==> src/rtl/display_pkg.sv <==
// Shared display geometry, scheduler FSM encoding and the signed scale helper.
// Pure declarations: no latency, no backpressure.
package display_pkg;

   localparam int TOTAL_WIDTH        = 1024;
   localparam int TOTAL_HEIGHT       = 768;
   localparam int GRID_WIDTH         = 512;
   localparam int GRID_HEIGHT        = 256;
   localparam int GRID_BOTTOM_BORDER = 256;

   typedef enum logic [2:0] {
      IDLE   = 3'd0,
      SNAP   = 3'd1,
      SEARCH = 3'd2,
      SCALE  = 3'd3,
      COMMIT = 3'd4
   } state_t;

   // 9-bit signed coordinate times unsigned scale, kept to 12 signed bits.
   function automatic logic signed [11:0] scale12(input logic signed [8:0] v, input logic [4:0] s);
      logic signed [11:0] v12;
      logic signed [11:0] s12;
      v12 = {{3{v[8]}}, v};
      s12 = {7'd0, s};
      return v12 * s12;
   endfunction

endpackage

==> src/rtl/display_frame_scheduler_if.sv <==
// Bundle between the position sources / VGA drawing block and the frame scheduler.
// Master drives vsync, rover/target/orientation inputs; slave returns committed display values.
interface display_frame_scheduler_if;

   logic               vsync;
   logic signed [8:0]  rover_x;
   logic signed [8:0]  rover_y;
   logic               location_valid;
   logic [4:0]         orientation;
   logic               orientation_valid;
   logic signed [8:0]  target_x;
   logic signed [8:0]  target_y;
   logic               lock_scale;

   logic signed [11:0] disp_rover_x;
   logic signed [11:0] disp_rover_y;
   logic signed [11:0] disp_target_x;
   logic signed [11:0] disp_target_y;
   logic [4:0]         disp_orientation;
   logic               disp_oriented;
   logic [4:0]         disp_scale;
   logic               frame_update;
   logic               busy;

   modport master (
      output vsync, rover_x, rover_y, location_valid, orientation, orientation_valid,
             target_x, target_y, lock_scale,
      input  disp_rover_x, disp_rover_y, disp_target_x, disp_target_y,
             disp_orientation, disp_oriented, disp_scale, frame_update, busy
   );

   modport slave (
      input  vsync, rover_x, rover_y, location_valid, orientation, orientation_valid,
             target_x, target_y, lock_scale,
      output disp_rover_x, disp_rover_y, disp_target_x, disp_target_y,
             disp_orientation, disp_oriented, disp_scale, frame_update, busy
   );

endinterface

==> src/rtl/abs_max9.sv <==
// Larger magnitude of two signed 9-bit values as 9-bit unsigned (|-256| = 256).
// Combinational, no backpressure.
module abs_max9 (
   input  logic signed [8:0] i_a,
   input  logic signed [8:0] i_b,
   output logic [8:0]        o_max
);

   logic [8:0] w_abs_a;
   logic [8:0] w_abs_b;

   assign w_abs_a = i_a[8] ? (~$unsigned(i_a) + 9'd1) : $unsigned(i_a);
   assign w_abs_b = i_b[8] ? (~$unsigned(i_b) + 9'd1) : $unsigned(i_b);
   assign o_max   = (w_abs_a > w_abs_b) ? w_abs_a : w_abs_b;

endmodule

==> src/rtl/display_frame_scheduler.sv <==
// Once per frame (vsync falling edge) snapshots rover/target, finds the largest fitting scale, commits screen coords.
// Commit within MAX_SCALE+3 cycles of vsync_d falling; edges while busy are ignored, no backpressure.
module display_frame_scheduler
   import display_pkg::*;
#(
   parameter int MAX_SCALE          = 10,
   parameter int GRID_HALF_WIDTH    = display_pkg::GRID_WIDTH / 2,
   parameter int GRID_HEIGHT        = display_pkg::GRID_HEIGHT,
   parameter int GRID_BOTTOM_BORDER = display_pkg::GRID_BOTTOM_BORDER
) (
   input  logic                     vclock,
   input  logic                     reset,
   display_frame_scheduler_if.slave bus
);

   localparam logic [13:0]        LIM_X = 14'(GRID_HALF_WIDTH);
   localparam logic [13:0]        LIM_Y = 14'(GRID_HEIGHT);
   localparam logic [4:0]         S_MAX = 5'(MAX_SCALE);
   localparam logic signed [11:0] Y_OFF = 12'(GRID_BOTTOM_BORDER);

   state_t             r_state;
   state_t             w_state_nxt;
   logic               w_busy;
   logic               r_vsync_d;
   logic               w_edge;
   logic               w_fits;

   logic signed [8:0]  r_pend_rx, r_pend_ry;
   logic [4:0]         r_pend_orient;
   logic               r_pend_oriented;

   logic signed [8:0]  r_snap_rx, r_snap_ry, r_snap_tx, r_snap_ty;
   logic [4:0]         r_snap_orient;
   logic               r_snap_oriented;
   logic [8:0]         r_ax, r_ay, w_ax, w_ay;
   logic [4:0]         r_s;
   logic signed [11:0] r_prod_rx, r_prod_ry, r_prod_tx, r_prod_ty;

   logic signed [11:0] r_disp_rx, r_disp_ry, r_disp_tx, r_disp_ty;
   logic [4:0]         r_disp_orient;
   logic               r_disp_oriented;
   logic [4:0]         r_disp_scale;
   logic               r_frame_update;

   abs_max9 u_abs_x (.i_a(r_pend_rx), .i_b(bus.target_x), .o_max(w_ax));
   abs_max9 u_abs_y (.i_a(r_pend_ry), .i_b(bus.target_y), .o_max(w_ay));

   assign w_edge = r_vsync_d & ~bus.vsync;
   assign w_fits = (({5'd0, r_ax} * {9'd0, r_s}) <= LIM_X) &&
                   (({5'd0, r_ay} * {9'd0, r_s}) <= LIM_Y);

   always_ff @(posedge vclock) begin
      r_vsync_d <= bus.vsync;
   end

   always_ff @(posedge vclock) begin
      if (reset) r_state <= IDLE;
      else       r_state <= w_state_nxt;
   end

   always_comb begin
      w_state_nxt = r_state;
      w_busy      = (r_state != IDLE);
      case (r_state)
         IDLE:    if (w_edge) w_state_nxt = SNAP;
         SNAP:    w_state_nxt = bus.lock_scale ? SCALE : SEARCH;
         SEARCH:  if (w_fits) w_state_nxt = SCALE;
         SCALE:   w_state_nxt = COMMIT;
         COMMIT:  w_state_nxt = IDLE;
         default: w_state_nxt = IDLE;
      endcase
   end

   // A move without a fresh orientation makes the pending orientation stale.
   always_ff @(posedge vclock) begin
      if (reset) begin
         r_pend_rx       <= '0;
         r_pend_ry       <= '0;
         r_pend_orient   <= '0;
         r_pend_oriented <= 1'b0;
      end else begin
         if (bus.location_valid) begin
            r_pend_rx <= bus.rover_x;
            r_pend_ry <= bus.rover_y;
         end
         if (bus.orientation_valid) r_pend_orient <= bus.orientation;
         if (bus.orientation_valid)   r_pend_oriented <= 1'b1;
         else if (bus.location_valid) r_pend_oriented <= 1'b0;
      end
   end

   always_ff @(posedge vclock) begin
      if (reset) begin
         r_snap_rx       <= '0;
         r_snap_ry       <= '0;
         r_snap_tx       <= '0;
         r_snap_ty       <= '0;
         r_snap_orient   <= '0;
         r_snap_oriented <= 1'b0;
         r_ax            <= '0;
         r_ay            <= '0;
         r_s             <= 5'd1;
         r_prod_rx       <= '0;
         r_prod_ry       <= '0;
         r_prod_tx       <= '0;
         r_prod_ty       <= '0;
         r_disp_rx       <= '0;
         r_disp_ry       <= Y_OFF;
         r_disp_tx       <= '0;
         r_disp_ty       <= Y_OFF;
         r_disp_orient   <= '0;
         r_disp_oriented <= 1'b0;
         r_disp_scale    <= 5'd1;
         r_frame_update  <= 1'b0;
      end else begin
         r_frame_update <= (r_state == COMMIT);
         case (r_state)
            SNAP: begin
               r_snap_rx       <= r_pend_rx;
               r_snap_ry       <= r_pend_ry;
               r_snap_tx       <= bus.target_x;
               r_snap_ty       <= bus.target_y;
               r_snap_orient   <= r_pend_orient;
               r_snap_oriented <= r_pend_oriented;
               r_ax            <= w_ax;
               r_ay            <= w_ay;
               // A locked frame reuses the committed scale and skips the search.
               r_s             <= bus.lock_scale ? r_disp_scale : S_MAX;
            end
            SEARCH: if (!w_fits) r_s <= r_s - 5'd1;
            SCALE: begin
               r_prod_rx <= scale12(r_snap_rx, r_s);
               r_prod_ry <= scale12(r_snap_ry, r_s) + Y_OFF;
               r_prod_tx <= scale12(r_snap_tx, r_s);
               r_prod_ty <= scale12(r_snap_ty, r_s) + Y_OFF;
            end
            COMMIT: begin
               r_disp_rx       <= r_prod_rx;
               r_disp_ry       <= r_prod_ry;
               r_disp_tx       <= r_prod_tx;
               r_disp_ty       <= r_prod_ty;
               r_disp_orient   <= r_snap_orient;
               r_disp_oriented <= r_snap_oriented;
               r_disp_scale    <= r_s;
            end
            default: ;
         endcase
      end
   end

   assign bus.disp_rover_x     = r_disp_rx;
   assign bus.disp_rover_y     = r_disp_ry;
   assign bus.disp_target_x    = r_disp_tx;
   assign bus.disp_target_y    = r_disp_ty;
   assign bus.disp_orientation = r_disp_orient;
   assign bus.disp_oriented    = r_disp_oriented;
   assign bus.disp_scale       = r_disp_scale;
   assign bus.frame_update     = r_frame_update;
   assign bus.busy             = w_busy;

endmodule

==> src/flat_wrapper.sv <==
// flat-port wrapper written by rule: the top's interface ports become plain ports
module display_frame_scheduler_flat import display_pkg::*;
#(
   parameter int MAX_SCALE          = 10,
   parameter int GRID_HALF_WIDTH    = display_pkg::GRID_WIDTH / 2,
   parameter int GRID_HEIGHT        = display_pkg::GRID_HEIGHT,
   parameter int GRID_BOTTOM_BORDER = display_pkg::GRID_BOTTOM_BORDER
)
  (vclock, reset, bus_vsync, bus_rover_x, bus_rover_y, bus_location_valid, bus_orientation, bus_orientation_valid, bus_target_x, bus_target_y, bus_lock_scale, bus_disp_rover_x, bus_disp_rover_y, bus_disp_target_x, bus_disp_target_y, bus_disp_orientation, bus_disp_oriented, bus_disp_scale, bus_frame_update, bus_busy);
  display_frame_scheduler_if bus_i ();
  input  logic vclock;
  input  logic reset;
  input wire logic [$bits(bus_i.vsync)-1:0] bus_vsync;
  input wire logic [$bits(bus_i.rover_x)-1:0] bus_rover_x;
  input wire logic [$bits(bus_i.rover_y)-1:0] bus_rover_y;
  input wire logic [$bits(bus_i.location_valid)-1:0] bus_location_valid;
  input wire logic [$bits(bus_i.orientation)-1:0] bus_orientation;
  input wire logic [$bits(bus_i.orientation_valid)-1:0] bus_orientation_valid;
  input wire logic [$bits(bus_i.target_x)-1:0] bus_target_x;
  input wire logic [$bits(bus_i.target_y)-1:0] bus_target_y;
  input wire logic [$bits(bus_i.lock_scale)-1:0] bus_lock_scale;
  output wire logic [$bits(bus_i.disp_rover_x)-1:0] bus_disp_rover_x;
  output wire logic [$bits(bus_i.disp_rover_y)-1:0] bus_disp_rover_y;
  output wire logic [$bits(bus_i.disp_target_x)-1:0] bus_disp_target_x;
  output wire logic [$bits(bus_i.disp_target_y)-1:0] bus_disp_target_y;
  output wire logic [$bits(bus_i.disp_orientation)-1:0] bus_disp_orientation;
  output wire logic [$bits(bus_i.disp_oriented)-1:0] bus_disp_oriented;
  output wire logic [$bits(bus_i.disp_scale)-1:0] bus_disp_scale;
  output wire logic [$bits(bus_i.frame_update)-1:0] bus_frame_update;
  output wire logic [$bits(bus_i.busy)-1:0] bus_busy;
  assign bus_i.vsync = bus_vsync;
  assign bus_i.rover_x = bus_rover_x;
  assign bus_i.rover_y = bus_rover_y;
  assign bus_i.location_valid = bus_location_valid;
  assign bus_i.orientation = bus_orientation;
  assign bus_i.orientation_valid = bus_orientation_valid;
  assign bus_i.target_x = bus_target_x;
  assign bus_i.target_y = bus_target_y;
  assign bus_i.lock_scale = bus_lock_scale;
  assign bus_disp_rover_x = bus_i.disp_rover_x;
  assign bus_disp_rover_y = bus_i.disp_rover_y;
  assign bus_disp_target_x = bus_i.disp_target_x;
  assign bus_disp_target_y = bus_i.disp_target_y;
  assign bus_disp_orientation = bus_i.disp_orientation;
  assign bus_disp_oriented = bus_i.disp_oriented;
  assign bus_disp_scale = bus_i.disp_scale;
  assign bus_frame_update = bus_i.frame_update;
  assign bus_busy = bus_i.busy;
  display_frame_scheduler #(.MAX_SCALE(MAX_SCALE), .GRID_HALF_WIDTH(GRID_HALF_WIDTH), .GRID_HEIGHT(GRID_HEIGHT), .GRID_BOTTOM_BORDER(GRID_BOTTOM_BORDER)) u_core (.vclock(vclock), .reset(reset), .bus(bus_i));
endmodule
==> config.mk <==
export PLATFORM = sky130hd
export DESIGN_NAME = display_frame_scheduler_flat
export DESIGN_NICKNAME = d
export VERILOG_FILES = /design/src/rtl/display_pkg.sv /design/src/rtl/display_frame_scheduler_if.sv /design/src/rtl/abs_max9.sv /design/src/rtl/display_frame_scheduler.sv /design/src/flat_wrapper.sv
export SDC_FILE = /design/constraint.sdc
export NUM_CORES = 1
export LEC_CHECK = 0
export ABC_AREA = 1
export BUFFER_PORTS_ARGS = -buffer_cell sky130_fd_sc_hd__buf_2
export CAP_MARGIN = 20
export CORE_ASPECT_RATIO = 0.8
export CORE_MARGIN = 10
export CORE_UTILIZATION = 29
export DETAILED_ROUTE_END_ITERATION = 8
export GPL_ROUTABILITY_DRIVEN = 0
export PLACE_DENSITY = 0.51
export SLEW_MARGIN = 25
export SYNTH_ARGS = -nofsm -noshare
export SYNTH_HDL_FRONTEND = slang
export SYNTH_SLANG_ARGS = --single-unit
==> constraint.sdc <==
create_clock -name vclock -period 4.9 [get_ports vclock]
set_clock_uncertainty 0.05 [all_clocks]
set_input_delay 0.98 -clock vclock [delete_from_list [all_inputs] [get_ports vclock]]
set_output_delay 0.98 -clock vclock [all_outputs]
set_load 0.02 [all_outputs]
# Word level (Yosys, flattened, before mapping)

Cells that the tools add are included.

Bitwise gates (word level): 6
Reductions and logical operators: 7
Equality and inequality tests: 7
$lt $le $gt $ge: 4
Add/subtract/negate cells: 7
Mux-type cells: 15
$mul: 6

Operators by type and width:

| cell                   | number |
|---|---|
| $mux 9                 | 6 |
| $mul 9x6->12           | 4 |
| $add 9x1->9 const B    | 4 |
| $not 9->9              | 4 |
| $le 14x9->1 const B    | 2 |
| $mul 9x5->14           | 2 |
| $add 12x10->12 const B | 2 |
| $gt 9x9->1             | 2 |
| $pmux 3 s4             | 1 |
| $mux 5                 | 2 |
| $pmux 5 s2             | 1 |
| $eq 3x2->1 const B     | 2 |
| $mux 3                 | 2 |
| $sub 5x1->5 const B    | 1 |
| $ne 2x1->1 const B     | 2 |
| $reduce_and 2->1       | 2 |
| $reduce_bool 2->1      | 2 |
| $eq 3x1->1 const B     | 1 |
| $eq 3x3->1 const B     | 1 |
| $logic_not 3->1        | 1 |
| $mux 1                 | 3 |
| $reduce_bool 3->1      | 1 |
| $ne 2x2->1 const B     | 1 |
| $and 1x1->1            | 1 |
| 2 further kinds        | 2 |

Output and inout port bits: 61
Flip-flop bits (word level): 201

# Depth between registers and ports, before layout

Depth in word-level cells: 5
Mapped depth: 28
Depth with buffers taken out: 26

# Modules after synthesis

A second synthesis with hierarchy kept.

Cell total of the unflattened synthesis: 2463
Area, all modules: 17271.6 um^2

Modules (own cells, without submodules):

| module                  | instances | area an instance (um^2) | cells each | seq. area each (um^2) |
|---|---|---|---|---|
| display_frame_scheduler | 1         | 15537.4                 | 2157       | 4023.9 |
| abs_max9                | 2         | 867.1                   | 153        | 0.0 |

# Least setup slack after synthesis

OpenSTA, ideal clock, no wires.

Path type: reg-to-reg
Start point: register u_core.r_s[0]
End point: register u_core.r_prod_ry[10]
Arrival: 4.109 ns
Setup time: 0.117 ns
Setup slack: 0.624 ns
Path buffers: 2
Clock period less this slack: 4.276 ns
Stages on the path, launching flop included: 20
Cell sequence: dfxtp_1 > clkbuf_1 > clkbuf_1 > nand2_1 > fa_1 > inv_1 > fa_1 > inv_1 > fa_1 > inv_1 > ha_1 > ha_1 > a21oi_1 > inv_1 > a31oi_1 > nor2_1 > o21ai_0 > a21oi_1 > o221ai_1 > inv_1

Cells in the longest elaborated chain, start to end: 2

Ends and longest elaborated chain:

| what                   | RTL line                       | RTL |
|---|---|---|
| from (decl)            | display_frame_scheduler.sv:36  | `logic [4:0] r_s;` |
| from (signal assigned) | display_frame_scheduler.sv:128 | `r_s <= bus.lock_scale ? r_disp_scale : S_MAX;` |
| from (signal assigned) | display_frame_scheduler.sv:130 | `SEARCH: if (!w_fits) r_s <= r_s - 5'd1;` |
| $mul 9x6->12           | display_pkg.sv:25              | `return v12 * s12;` |
| $add 12x10->12         | display_frame_scheduler.sv:133 | `r_prod_ry <= scale12(r_snap_ry, r_s) + Y_OFF;` |
| to (signal assigned)   | display_frame_scheduler.sv:133 |  |
| to (decl)              | display_frame_scheduler.sv:37  | `logic signed [11:0] r_prod_rx, r_prod_ry, r_prod_tx, r_prod_ty;` |

No other way between the ends.
A chain may end at the register's enable or synchronous reset.

# Worst setup path after layout

Start point: register u_core.r_s[4]
End point: register u_core.r_s[2]

Cells in the longest elaborated chain, start to end: 5
Elaborated cells between the ends (all ways): 7
Classes of those cells: 2 x mul; 2 x order compare; 1 x eq/ne; 2 x reduce/logical

Ends and longest elaborated chain:

| what                                   | RTL line                                                     | RTL |
|---|---|---|
| $mul 9x5->14, on equally long branches | display_frame_scheduler.sv:49, display_frame_scheduler.sv:50 |  |
| $le 14x9->1, on equally long branches  | display_frame_scheduler.sv:49, display_frame_scheduler.sv:50 |  |
| $logic_and 1x1->1 (*)                  | display_frame_scheduler.sv:49                                | `assign w_fits = (({5'd0, r_ax} * {9'd0, r_s}) <= LIM_X) &&` |
| $ne 2x2->1 (no line) (*)               | -                                                            |  |
| $reduce_and 2->1 (no line) (*)         | -                                                            |  |

Every way passes the cells marked *; elsewhere a longest branch is shown, timed or not.

==> run_results.csv <==
group,metric,value,unit
timing,finalMaxSlewViolations,0,
cts,cts_hold_buf,0,
setup_path,cp_top_family,"adder cells",
power_and_ir_drop,p_per_area,324,nW/µm²
grt,grt_antenna_before_repair,4,
timing,tns,0,ns
cts,cts_sinks,201,
setup_path,timing_worst_setup_path_type,"flop to flop",
logic_synthesis,synthFlopType,"dfxtp_1",
placement,dp_slack,0.439,ns
grt,grt-ovfl-total,0,
floorplan,core.rowCount,78,
logic_synthesis,avgSynthCellArea,7.18,µm²
worst_hold_path,hold_path.class,"flop to flop",
cts,clk_path_buf_depth,3,
route,first_pass_iters,5,
floorplan,die-area,67100,µm²
timing,timing.final.hold_violations,0,
timing,grt_setup_unrepaired,"false",
cts,cts_root_buffer,"clkbuf_16",
logic_synthesis,seq_area_frac_synth,24.3,%
layout,layout-drive-gt1-share,7.96,%
timing,period_share,89.7,%
cts,cts_buffers,24,
setup_path,slowest_stage,"dfxtp_2",
placement,port_buffers,107,
timing,fmaxAchievable,228,MHz
setup_path,cp-startpoint,"u_core.r_s[4]",
floorplan,core-area,56600,µm²
logic_synthesis,async_reset_ff_share,0,%
cts,insertion_delay,0.54,ns
timing,tightest_slew,0.927,ns
logic_synthesis,synthCells,2305,
route,via_count,14300,
floorplan,die_h,234,µm
setup_path,required,5.30,ns
grt,grt_max_degree,76,
floorplan,start_util,29.3,%
layout,fin_nets,2711,
cts,clk_pin_slew_worst_paths,0.06,ns
setup_path,path_common_cell,"nand2_1",
cts,ctsHtreeMaxLevel,1,
logic_synthesis,synth_nets,2645,
layout,area_growth,13.7,%
job,drv_cap,0,
logic_synthesis,yosysMostFrequentCell,"nand2_1",
timing,setup_viol,0,
setup_path,cp_cell_sequence,"nand2_1, fa_1, fa_1, inv_1, fa_1, ha_1, nand2_1, nor2_1, nand2_2, nand2_2, nand2_1, nand2_1, nand2_1, nor2_1, nand2_1, nor2_1, nand3_1, nand2_2, nand2_4, nand2_1, nand2_1, nor2_1",
logic_synthesis,synth_top_area_share,24.3,%
layout,fillers,6142,
grt,grt_pass1_wl,74.9,mm
logic_synthesis,synthDistinctLibCells,38,
outcome,status,"completed",
setup_path,end_kind,"flop",
route,avgViaCountPerCell,4.54,
timing,slew_headroom,38.2,%
placement,dpl.hpwl,35.1,mm
grt,track_usage,13.5,%
cts,cts_tree,"done",
floorplan,io_pins,108,
route,ant_nets,0,
setup_path,crit_arrival,4.80,ns
power_and_ir_drop,leakagePower,10.4,nW
logic_synthesis,yosys-top-cells-area,"dfxtp_1 (24%), fa_1 (16%), ha_1 (12%), nand2_1 (12%), inv_1 (10%)",
timing,setup_ws,0.507,ns
timing,hold_slack,0.409,ns
timing,min_period,4.39,ns
route,postRouteWirelength,45.0,mm
logic_synthesis,synth_common_cells,"nand2_1 (515), inv_1 (448), nor2_1 (214)",
cts,postCtsSetupBuffers,0,
route,drc,0,
floorplan,die_w,287,µm
setup_path,start_kind,"flop",
setup_path,rr_startpoint,"u_core.r_s[4]",
setup_path,cp_slowest_stage_delay,0.58,ns
cts,postCtsResizedCells,0,
route,drtIter0Drc,762,
route,wl_per_cell,14.3,µm
logic_synthesis,synth_area,16600,µm²
logic_synthesis,synth_seq_cells,201,
grt,first_global_vias,14400,
logic_synthesis,synth_edf_count,0,
setup_path,cp_max_fo,17,
worst_hold_path,hp-start,"u_core.r_prod_rx[7]",
power_and_ir_drop,ir_drop,0.224,mV
logic_synthesis,yosysTopAreaCell,"dfxtp_1",
logic_synthesis,ys.warnings.count,0,
setup_path,crit_buf_inv,1,
-- worst paths after layout --
check | to | slack, ns | cells past startpoint
max | u_core.r_s[2] | 0.51 | 22
min | u_core.bus.disp_rover_x[7] | 0.41 | 2
max reg2reg | u_core.r_s[2] | 0.51 | 22
min reg2reg | u_core.bus.disp_rover_x[7] | 0.41 | 2
-- cells by family (layout without fill, tap and decap cells) --
logic type,Yosys count,in the layout,synth area share [%]
AOI/OAI and AO/OA,364,364,11.5
other,0,1,0
and+or+nand+nor,841,841,20.2
adders and majority gates,293,293,28.3
xor gates and xnor gates,63,63,3.33
DFF,201,201,24.3
buffers and inverters,543,626,12.3
-- routing by layer --
metal  part of all wire, %  up-vias  wire (µm)  track usage (%)
li1                      -     7226          -                -
met1                    48     6806      21500             17.9
met5                 0.022        -         10                0
met2                    46      226      20900             22.8
met4                   2.0        2        885             2.96
met3                   3.9       51       1740             2.07
-- layout make-up --
| cell class | instances | area (µm²) | share of cell area [%] |
|---|---|---|---|
| Timing Repair Buffer | 129 | 751 | 3.99 |
| Multi-Input combinational cell | 1561 | 10500 | 55.8 |
| Antenna cell | 1 | 2.50 | 0.0133 |
| Clock inverter | 13 | 228 | 1.21 |
| Inverter | 454 | 1710 | 9.07 |
| Sequential cell | 201 | 4030 | 21.4 |
| Tap cell | 760 | 951 | 5.05 |
| Clock buffer | 30 | 654 | 3.48 |
-- registers in the layout (all words and copies together), names as in the netlist, 12 cells and up --
| signal | count |
|---|---|
| u_core.r_prod_rx | 12 |
| u_core.bus.disp_rover_x | 12 |
| u_core.bus.disp_target_x | 12 |
| u_core.bus.disp_target_y | 12 |
| u_core.r_prod_ty | 12 |
| u_core.bus.disp_rover_y | 12 |
| u_core.r_prod_tx | 12 |
| u_core.r_prod_ry | 12 |
-- placed cells by master, fill, tap and decap left out, types with 4 or more instances in the layout --
cell       netlist  final
nand2_1        515    515
inv_1          448    447
nor2_1         214    214
dfxtp_1        201    196
o21ai_0        178    178
ha_1           157    157
a21oi_1        152    152
fa_1           136    136
buf_2            3    107
nand3_1         77     76
xor2_1          37     37
xnor2_1         26     26
clkbuf_16        0     25
buf_4            0     18
o21bai_1         8      8
nor3_1           7      7
nand4_1          7      7
nand3b_1         7      7
bufinv_16        0      6
clkinv_2         0      5
nand2_2          5      5
a31oi_1          5      5
dfxtp_2          0      5
o31ai_1          4      4
clkbuf_1        65      4
buf_12           0      4
-- where the power goes --
group          switching (mW)  internal [mW]  total [mW]
sequential              0.249           1.80        2.04
combinational            1.31          0.728        2.04
clock                   0.757           1.26        2.02
-- stage by stage --
stage	instance area, µm²	instances	utilization [%]	power (mW)
after CTS	18800	3148	33.2	6.20
final	18800	3149	33.2	6.10
after floorplan	16600	2305	-	3.46
after global placement	17900	3105	31.7	4.12
after global routing	18800	3148	33.2	6.57
after detailed placement	17900	3105	31.7	4.14
-- worst reg2reg max path: stages (launching register included) --
cell and delay (ns):
dfxtp_2 0.58, nand2_1 0.16, fa_1 0.53, fa_1 0.55, inv_1 0.06, fa_1 0.47, ha_1 0.39, nand2_1 0.13
nor2_1 0.15, nand2_2 0.08, nand2_2 0.08, nand2_1 0.05, nand2_1 0.09, nand2_1 0.06, nor2_1 0.09, nand2_1 0.05
nor2_1 0.09, nand3_1 0.17, nand2_2 0.15, nand2_4 0.09, nand2_1 0.09, nand2_1 0.05, nor2_1 0.11
(Power assumes the default switching activity.)
